==> config.mk <==
export PLATFORM = sky130hd
export DESIGN_NAME = demux_1to8_capture
export DESIGN_NICKNAME = d
export VERILOG_FILES = /design/src/rtl/demux_1to8_capture.sv
export SDC_FILE = /design/constraint.sdc
export NUM_CORES = 1
export LEC_CHECK = 0
export CAP_MARGIN = 30
export CORE_UTILIZATION = 51
export CTS_CLUSTER_DIAMETER = 40
export DETAILED_ROUTE_END_ITERATION = 6
export HOLD_SLACK_MARGIN = 0.1
export PLACE_DENSITY_LB_ADDON = 0.15
export SETUP_SLACK_MARGIN = 0.2
export SLEW_MARGIN = 20
export SYNTH_ARGS = -nofsm -noshare
export SYNTH_HDL_FRONTEND = slang
export SYNTH_SLANG_ARGS = --single-unit
==> constraint.sdc <==
create_clock -name clk_i -period 3.5 [get_ports clk_i]
set_clock_uncertainty 0.1 [all_clocks]
set_input_delay 0.525 -clock clk_i [delete_from_list [all_inputs] [get_ports clk_i]]
set_output_delay 0.525 -clock clk_i [all_outputs]
set_load 0.1 [all_outputs]
==> src/rtl/demux_1to8_capture.sv <==
// Registered 1-to-8 demux: manual per-bit writes or an 8-bit LSB-first scan with valid/ack handoff.
// Defining DEMUX_1TO8_PARITY_EN adds a ninth serial bit checked as even parity.
module demux_1to8_capture #(
  parameter logic [7:0] RESET_VAL = 8'h00
) (
  input  logic       clk_i,
  input  logic       reset_i,
  input  logic       in_i,
  input  logic [2:0] sel_i,
  input  logic       load_i,
  input  logic       start_i,
  input  logic       ack_i,
  output logic [7:0] out_o,
  output logic       busy_o,
  output logic       valid_o,
  output logic       parity_err_o
);

  // state | meaning
  // IDLE  | manual writes allowed, waiting for start
  // SCAN  | capturing bit cnt from in_i each cycle
  // PAR   | capturing the parity bit (parity build only)
  // DONE  | byte held, valid high until ack
  localparam logic [1:0] ST_IDLE = 2'd0;
  localparam logic [1:0] ST_SCAN = 2'd1;
`ifdef DEMUX_1TO8_PARITY_EN
  localparam logic [1:0] ST_PAR  = 2'd2;
`endif
  localparam logic [1:0] ST_DONE = 2'd3;

  logic [1:0] state_q, state_d;
  logic [2:0] cnt_q, cnt_d;
  logic [7:0] out_q, out_d;
  logic       busy_q, busy_d;
  logic       valid_q, valid_d;
`ifdef DEMUX_1TO8_PARITY_EN
  logic       perr_q, perr_d;
`endif

  always_comb begin
    state_d = state_q;
    cnt_d   = cnt_q;
    out_d   = out_q;
    busy_d  = busy_q;
    valid_d = valid_q;
`ifdef DEMUX_1TO8_PARITY_EN
    perr_d  = perr_q;
`endif
    case (state_q)
      ST_IDLE: begin
        if (start_i) begin
          state_d = ST_SCAN;
          cnt_d   = 3'd0;
          busy_d  = 1'b1;
        end else if (load_i) begin
          out_d[sel_i] = in_i;
        end
      end
      ST_SCAN: begin
        out_d[cnt_q] = in_i;
        cnt_d        = cnt_q + 3'd1;
        if (cnt_q == 3'd7) begin
`ifdef DEMUX_1TO8_PARITY_EN
          state_d = ST_PAR;
`else
          state_d = ST_DONE;
          busy_d  = 1'b0;
          valid_d = 1'b1;
`endif
        end
      end
`ifdef DEMUX_1TO8_PARITY_EN
      ST_PAR: begin
        // odd weight across the 8 data bits plus parity bit flags an error
        perr_d  = (^out_q) ^ in_i;
        state_d = ST_DONE;
        busy_d  = 1'b0;
        valid_d = 1'b1;
      end
`endif
      ST_DONE: begin
        if (ack_i) begin
          state_d = ST_IDLE;
          valid_d = 1'b0;
`ifdef DEMUX_1TO8_PARITY_EN
          perr_d  = 1'b0;
`endif
        end
      end
      default: begin
        state_d = ST_IDLE;
        busy_d  = 1'b0;
        valid_d = 1'b0;
      end
    endcase
  end

  always_ff @(posedge clk_i or posedge reset_i) begin
    if (reset_i) begin
      state_q <= ST_IDLE;
      cnt_q   <= 3'd0;
      out_q   <= RESET_VAL;
      busy_q  <= 1'b0;
      valid_q <= 1'b0;
    end else begin
      state_q <= state_d;
      cnt_q   <= cnt_d;
      out_q   <= out_d;
      busy_q  <= busy_d;
      valid_q <= valid_d;
    end
  end

`ifdef DEMUX_1TO8_PARITY_EN
  always_ff @(posedge clk_i or posedge reset_i) begin
    if (reset_i) perr_q <= 1'b0;
    else         perr_q <= perr_d;
  end
  assign parity_err_o = perr_q;
`else
  assign parity_err_o = 1'b0;
`endif

  assign out_o   = out_q;
  assign busy_o  = busy_q;
  assign valid_o = valid_q;

endmodule

==> impl_metrics.ini, run 1 <==
[cells_and_area]
fin_util = 0.670
final_common_cell = clkdlybuf4s50_1
drive_gt1_frac = 0.111
layout_common_cells = 18 x clkdlybuf4s50_1, 15 x dfrtp_1, 9 x o21ai_0, 8 x a21oi_1, 6 x mux2_2
nFillCells = 134
fin_nets = 111
area_delta_synth_final_pct = 20.1
diodes = 0
final_area_um2 = 1030

[global_route]
antenna_found_initial = 0
grt_first_pass_wirelength_mm = 2.77
grt_max_degree = 16
grt_usage = 0.199
grt_overflow = 0
grt_pass1_vias = 654

[placement]
post-dp-hpwl_mm = 1.17
io_buffers = 18
dpl_cell_area_um2 = 1010
place_congestion = 0.789

[worst_setup_path]
start_kind = flop
worst-path-buf-inv = 1
critPathRequiredTime_ns = 2.87
reg2reg_to = out_o[7]
cp_top_family = buffers and inverters
r2r_start = state_q[0]
critical_path.endpoint_type = output pin
worst_ep_arrival_time_ns = 1.79
max_stage_delay_ns = 1.14
slowest_stage = clkdlybuf4s50_1
reg2reg_depth = 4
cp_cell_sequence = clkdlybuf4s50_1
cp_max_fo = 3
path_class = flop to output pin
rrSetupSlack_ns = 1.75

[worst_hold_path]
hold_start = out_o[1]
min_path_cells = 1
min_path_type = flop to flop
whs_endpoint = out_o[1]

[routing]
firstDrtPassIters = 4
viasPerCell = 6.00
drt_iter0_drc = 9
vias = 690
wirelength_mm = 1.61
wire_per_inst_um = 14.0
remaining_drc_errors = 0
detail-route-antenna-nets = 0

[clock_tree]
cts_setup_buffers = 0
path_clk_slew_ns = 0.08
cts_hold_buf = 0
cts-buffers-inserted = 3
cts_max_level = 1
cts.sinks = 15
cts_root_buf = clkbuf_4
cts_resized = 0
clock_latency_ns = 0.28
clockBufferDepth = 2
tritoncts = done

[yosys]
ys_seq_area_frac = 0.437
ys_top_cells_by_area = dfrtp_1 44%, mux2_2 7.9%, o21ai_0 5.2%
ys_seq_elements = 15
yosys.cell_types.count = 27
synth_area_per_cell_um2 = 10.1
syn_area_um2 = 860
synth_edf_count = 0
async_reset_ff_frac = 1.00
ys.warnings.count = 0
synth_top_area_frac = 0.437
ys.flop_type = dfrtp_1
synth_cells = 85
syn_nets = 96
synth_top_cell_by_area = dfrtp_1

[die]
start_util = 0.558
die_y_um = 43.1
dieArea_um2 = 1850
pin_count = 20
die_width_um = 43.1
core.rowCount = 14
core_um2 = 1540

[job]
maxCapViolations = 0

[sta]
max_slew_margin = 0.346
rsz0062_at_grt = false
setup_viol = 0
maxSlewViolCount = 0
min_period_over_period = 0.690
max_freq_mhz = 414
worstMarginPinSlew_ns = 0.978
finalHoldViolCount = 0
timing.final.crit_period_ns = 2.41
setup_tns_ns = 0

[outcome]
status = finished, final reports clean
-- state kept, by name (all words and copies together), names as in the netlist --
name,flops
out_o,8
state_q,2
busy_o,1
valid_o,1
cnt_q,3
-- how the worst max path moves through the flow --
stage                    start       end  slack [ns]  cells past startpoint
global route            busy_o    busy_o        1.02                      1
CTS                     busy_o    busy_o        1.06                      1
global placement        busy_o    busy_o        1.40                      1
finish                  busy_o    busy_o        1.09                      1
detailed placement      busy_o    busy_o        1.38                      1
floorplan           state_q[0]  out_o[1]        1.92                      6
-- routing by layer --
| metal | global-route usage | up-vias | routed length [µm] |
|---|---|---|---|
| li1 | - | 338 | - |
| met1 | 0.269 | 333 | 793 |
| met2 | 0.318 | 17 | 756 |
| met3 | 0.0383 | 2 | 48 |
| met4 | 0.0727 | 0 | 13 |
| met5 | 0 | - | 0 |
-- kinds of logic after synthesis --
kind of cell               share of synthesized area
adders and majority gates                     0.0291
AOI/OAI and AO/OA                              0.147
other                                        0.00436
DFF                                            0.437
muxes                                          0.105
and+or+nand+nor                                0.202
buffers and inverters                         0.0757
-- synth_stat cells (3+ instances only) --
cell and number:
clkbuf_1 3, a21oi_1 8, nand2_1 3, dfrtp_1 15
mux2_2 6, nand4b_1 4, inv_1 3, o21ai_0 9
nor4b_1 4
-- layout make-up --
cell class | instances | area, µm² | share of cell area
multi-input combinational | 59 | 419 | 0.406
sequential | 15 | 375 | 0.364
timing repair buffer | 18 | 180 | 0.175
clock buffer | 4 | 26.3 | 0.0255
tap | 16 | 20.0 | 0.0194
inverter | 3 | 11.3 | 0.0109
-- stage by stage --
step / instances / setup slack [ns] / hold WS, ns
floorplan: 85 / 1.92 / 0.326
global route: 115 / 1.02 / 0.426
detailed placement: 111 / 1.38 / 0.384
global placement: 111 / 1.40 / 0.376
finish: 115 / 1.09 / 0.399
CTS: 115 / 1.06 / 0.405
Power of run 1 is left out: the tool's default activity adds up to more than one toggle a clock period on the data nets, which glitch-free logic cannot reach.
==> run 2: changes to the inputs <==
- CORE_UTILIZATION: 51 -> 43
- clock period: 3.5 -> 2.1 ns (I/O delays scaled with it)
==> run 2 against run 1 <==
Against the previous run: design area decreased by 1.3%; final cell count increased by 7.8%; sequential cell count unchanged; sequential share of layout area increased by 0.49 points; count of clock-buffer cells in the layout unchanged; die area increased by 18%; via count decreased by 1.2%; worst setup slack got worse by 0.72 ns; non-clock buffer count unchanged; critical path depth increased by 3; global-route usage decreased by 3.8 points; critical path type is now flop to flop.
==> impl_metrics.ini, run 2 (same netlist as run 1, synthesis figures left out) <==
[outcome]
status = finished, final reports clean

[cells_and_area]
drive_gt1_frac = 0.212
layout_common_cells = 15 x dfrtp_1, 10 x buf_4, 9 x o21ai_0, 8 x a21oi_1, 8 x clkdlybuf4s50_1
final_common_cell = dfrtp_1
area_delta_synth_final_pct = 18.5
diodes = 0
largest_reg_flops = 8
fin_nets = 111
nFillCells = 175

[clock_tree]
cts_resized = 0
cts_hold_buf = 0
cts-buffers-inserted = 3
cts_root_buf = clkbuf_4
clock_latency_ns = 0.28
tritoncts = done
cts_setup_buffers = 0
cts.sinks = 15
path_clk_slew_ns = 0.08
clockBufferDepth = 2
cts_max_level = 1

[sta]
max_freq_mhz = 576
maxSlewViolCount = 0
setup_viol = 0
min_period_over_period = 0.826
finalHoldViolCount = 0
setup_tns_ns = 0
worstMarginPinSlew_ns = 0.563
rsz0062_at_grt = false
max_slew_margin = 0.624
timing.final.crit_period_ns = 1.74

[global_route]
antenna_found_initial = 0
grt_overflow = 0
grt_usage = 0.162
grt_pass1_vias = 572
grt_first_pass_wirelength_mm = 2.50
grt_max_degree = 16

[worst_setup_path]
max_stage_delay_ns = 0.53
start_kind = flop
cp_max_fo = 10
worst_ep_arrival_time_ns = 1.80
path_class = flop to flop
critical_path.endpoint_type = flop
cp_cell_sequence = nor2b_4 -> nand4b_1 -> a21oi_1 -> mux2_2
critPathRequiredTime_ns = 2.17
slowest_stage = dfrtp_1

[placement]
post-dp-hpwl_mm = 1.23
io_buffers = 18
place_congestion = 0.779

[die]
core.rowCount = 15
pin_count = 20
die_y_um = 46.7
start_util = 0.477
die_width_um = 46.7
core_um2 = 1800
dieArea_um2 = 2180

[routing]
detail-route-antenna-nets = 0
drt_iter0_drc = 10
firstDrtPassIters = 4
remaining_drc_errors = 0
wire_per_inst_um = 13.1
wirelength_mm = 1.62
viasPerCell = 5.50
vias = 682

[worst_hold_path]
min_path_type = input port to asynchronous set/reset pin

[job]
maxCapViolations = 0
[run 2: cell count changes in the layout (fill, tap and decap cells not counted)]
cell / delta
buf_4: +10
clkdlybuf4s50_1: -10
[run 2: worst paths after layout]
| check | slack [ns] | cells after the start | end | start |
|---|---|---|---|---|
| setup / recovery | 0.36 | 4 | out_o[6] | state_q[0] |
| hold / removal | 0.28 | 2 | out_o[1] | reset_i |
| setup reg to reg | 0.36 | 4 | out_o[6] | state_q[0] |
| hold reg to reg | 0.40 | 1 | out_o[1] | out_o[1] |
| max in group asynchronous | 1.24 | 2 | out_o[7] | reset_i |
| min in group clk_i | 0.40 | 1 | out_o[1] | out_o[1] |
[run 2: per-stage QoR]
step	setup WS, ns	std cells	utilization	hold slack [ns]	instance area [µm²]
floorplan	0.517	85	-	0.116	860
global placement	0.197	120	0.551	0.380	992
detailed placement	0.170	120	0.551	0.386	992
CTS	0.369	124	0.565	0.301	1020
global route	0.259	124	0.565	0.332	1020
finish	0.364	124	0.565	0.285	1020
[run 2: routing by layer]
metal / track usage / routed length, µm / up-vias
li1: - / - / 337
met1: 0.222 / 776 / 320
met2: 0.250 / 749 / 23
met3: 0.0392 / 80 / 2
met4: 0.0514 / 16 / 0
met5: 0 / 0 / -
[run 2: worst max-delay path, delay by kind of cell, from the launching register on]
| kind | cells | cell delay [ns] |
|---|---|---|
| and+or+nand+nor | 2 | 0.46 |
| AOI/OAI and AO/OA | 1 | 0.18 |
| muxes | 1 | 0.35 |
| DFF | 1 | 0.53 |
[run 2: cell type report]
class | count | area, µm² | area share
repair buffers | 18 | 155 | 0.152
flip-flops and latches | 15 | 375 | 0.369
inverters | 3 | 11.3 | 0.0111
multi-input cells | 59 | 419 | 0.412
clock buffers | 4 | 26.3 | 0.0258
well taps | 25 | 31.3 | 0.0307
Power of run 2 is left out for the same reason.
==> run 3: changes to the inputs <==
- CORE_UTILIZATION: 43 -> 48
- clock period: 2.1 -> 1.8 ns (I/O delays scaled with it)
==> run 3 against run 2 <==
Against the previous run: via count increased by 7.8%; non-clock buffer count rose by 3; register-to-register slack got worse by 0.17 ns; worst setup slack worse by 0.17 ns; final cell count rose by 2.4%; die area fell by 10%; utilization grew 19 points; largest cell class unchanged.
==> impl_metrics.ini, run 3 (same netlist as run 1, synthesis figures left out) <==
[worst_setup_path]
cp_cell_sequence = nor2b_2 -> nor3_1 -> o21ai_0 -> mux2_2
cp_top_family = flip-flops
start_kind = flop
r2r_start = state_q[1]
max_stage_delay_ns = 0.48
reg2reg_to = out_o[3]
worst-path-buf-inv = 0
cp_max_fo = 8
worst_ep_arrival_time_ns = 1.70
reg2reg_depth = 4
critical_path.endpoint_type = flop
slowest_stage = dfrtp_2
path_class = flop to flop
critPathRequiredTime_ns = 1.89
rrSetupSlack_ns = 0.19

[global_route]
grt_overflow = 0
grt_pass1_vias = 666
grtUsageMet3 = 0.0245
grt_usage = 0.211
grt_first_pass_wirelength_mm = 2.93
met1_usage = 0.288
grt_max_degree = 16
top_usage_layer = met2
met2_usage = 0.312
antenna_found_initial = 0

[sta]
worstMarginPinSlew_ns = 0.589
rsz0062_at_grt = true
max_slew_margin = 0.607
setup_tns_ns = 0
min_period_over_period = 0.894
max_freq_mhz = 621
setup_viol = 0
timing.final.crit_period_ns = 1.61
maxSlewViolCount = 0
finalHoldViolCount = 0

[routing]
vias = 735
firstDrtPassIters = 4
remaining_drc_errors = 0
drt_iter0_drc = 26
wire_per_inst_um = 15.3
detail-route-antenna-nets = 0
viasPerCell = 5.79
wirelength_mm = 1.94

[die]
start_util = 0.539
die_y_um = 44.3
core.rowCount = 14
pin_count = 20
dieArea_um2 = 1960
die_width_um = 44.3
core_um2 = 1590

[cells_and_area]
final_common_cell = dfrtp_1
drive_gt1_frac = 0.311
area_delta_synth_final_pct = 39.9
fin_nets = 115
diodes = 0
nFillCells = 115
largest_reg_flops = 8
layout_common_cells = 13 x dfrtp_1, 10 x buf_12, 8 x o21ai_0, 8 x a21oi_1, 8 x clkdlybuf4s50_1

[clock_tree]
clock_latency_ns = 0.29
cts_hold_buf = 0
clockBufferDepth = 2
cts.sinks = 15
tritoncts = done
cts_root_buf = clkbuf_4
cts-buffers-inserted = 3
path_clk_slew_ns = 0.10
cts_max_level = 1

[worst_hold_path]
min_path_type = input port to asynchronous set/reset pin

[outcome]
status = finished, final reports clean

[placement]
io_buffers = 18
place_congestion = 0.817
post-dp-hpwl_mm = 1.30

[job]
maxCapViolations = 0
run 3: cell count changes in the layout (fill, tap and decap cells not counted), moves of 2 or more:
| cell | change |
|---|---|
| nor4b_2 | +4 |
| buf_12 | +10 |
| dfrtp_1 | -2 |
| dfrtp_2 | +2 |
| nor4b_1 | -4 |
| buf_4 | -7 |
run 3: metal layers:
| layer | part of all wire | wire length [µm] | up-vias |
|---|---|---|---|
| met5 | 0 | 0 | - |
| met4 | 0.021 | 40 | 0 |
| met1 | 0.48 | 933 | 364 |
| met2 | 0.47 | 911 | 20 |
| li1 | - | - | 346 |
| met3 | 0.028 | 54 | 5 |
run 3: timing repair:
action,CTS,global route
endpoints found under the setup margin,4,8
gates resized for setup,1,6
gates cloned,0,1
setup buffers,1,0
run 3: how the worst max path moves through the flow:
stage,from,end,cells past startpoint
after CTS,state_q[0],out_o[4],4
after detailed placement,load_i,out_o[4],5
final,state_q[1],out_o[3],4
after global routing,state_q[1],out_o[6],4
after floorplan,state_q[0],out_o[1],6
after global placement,load_i,out_o[4],5
run 3: worst reg2reg max path, delay by kind of cell (launching register included):
kind	cells	cell delay (ns)
compound gates	1	0.22
flops	1	0.48
mux	1	0.36
simple gates	2	0.34
run 3: final cells by class:
class,instances,area (µm²),area share
inverter,3,11.3,0.00937
tap,24,30.0,0.0250
timing repair buffer,21,303,0.252
multi-input combinational,60,453,0.377
clock buffer,3,22.5,0.0187
clock inverter,1,5.00,0.00416
sequential,15,378,0.314
run 3: metrics by stage:
step | worst slack [ns] | cell area (µm²) | cells | hold WS, ns | utilization
final | 0.190 | 1200 | 127 | 0.229 | 0.754
after global routing | 0.121 | 1200 | 127 | 0.301 | 0.754
after CTS | 0.191 | 1170 | 126 | 0.252 | 0.732
after detailed placement | -0.0478 | 1130 | 121 | 0.450 | 0.710
after global placement | -0.0112 | 1130 | 121 | 0.444 | 0.710
after floorplan | 0.217 | 860 | 85 | 0.0715 | -
Power of run 3 is left out for the same reason.
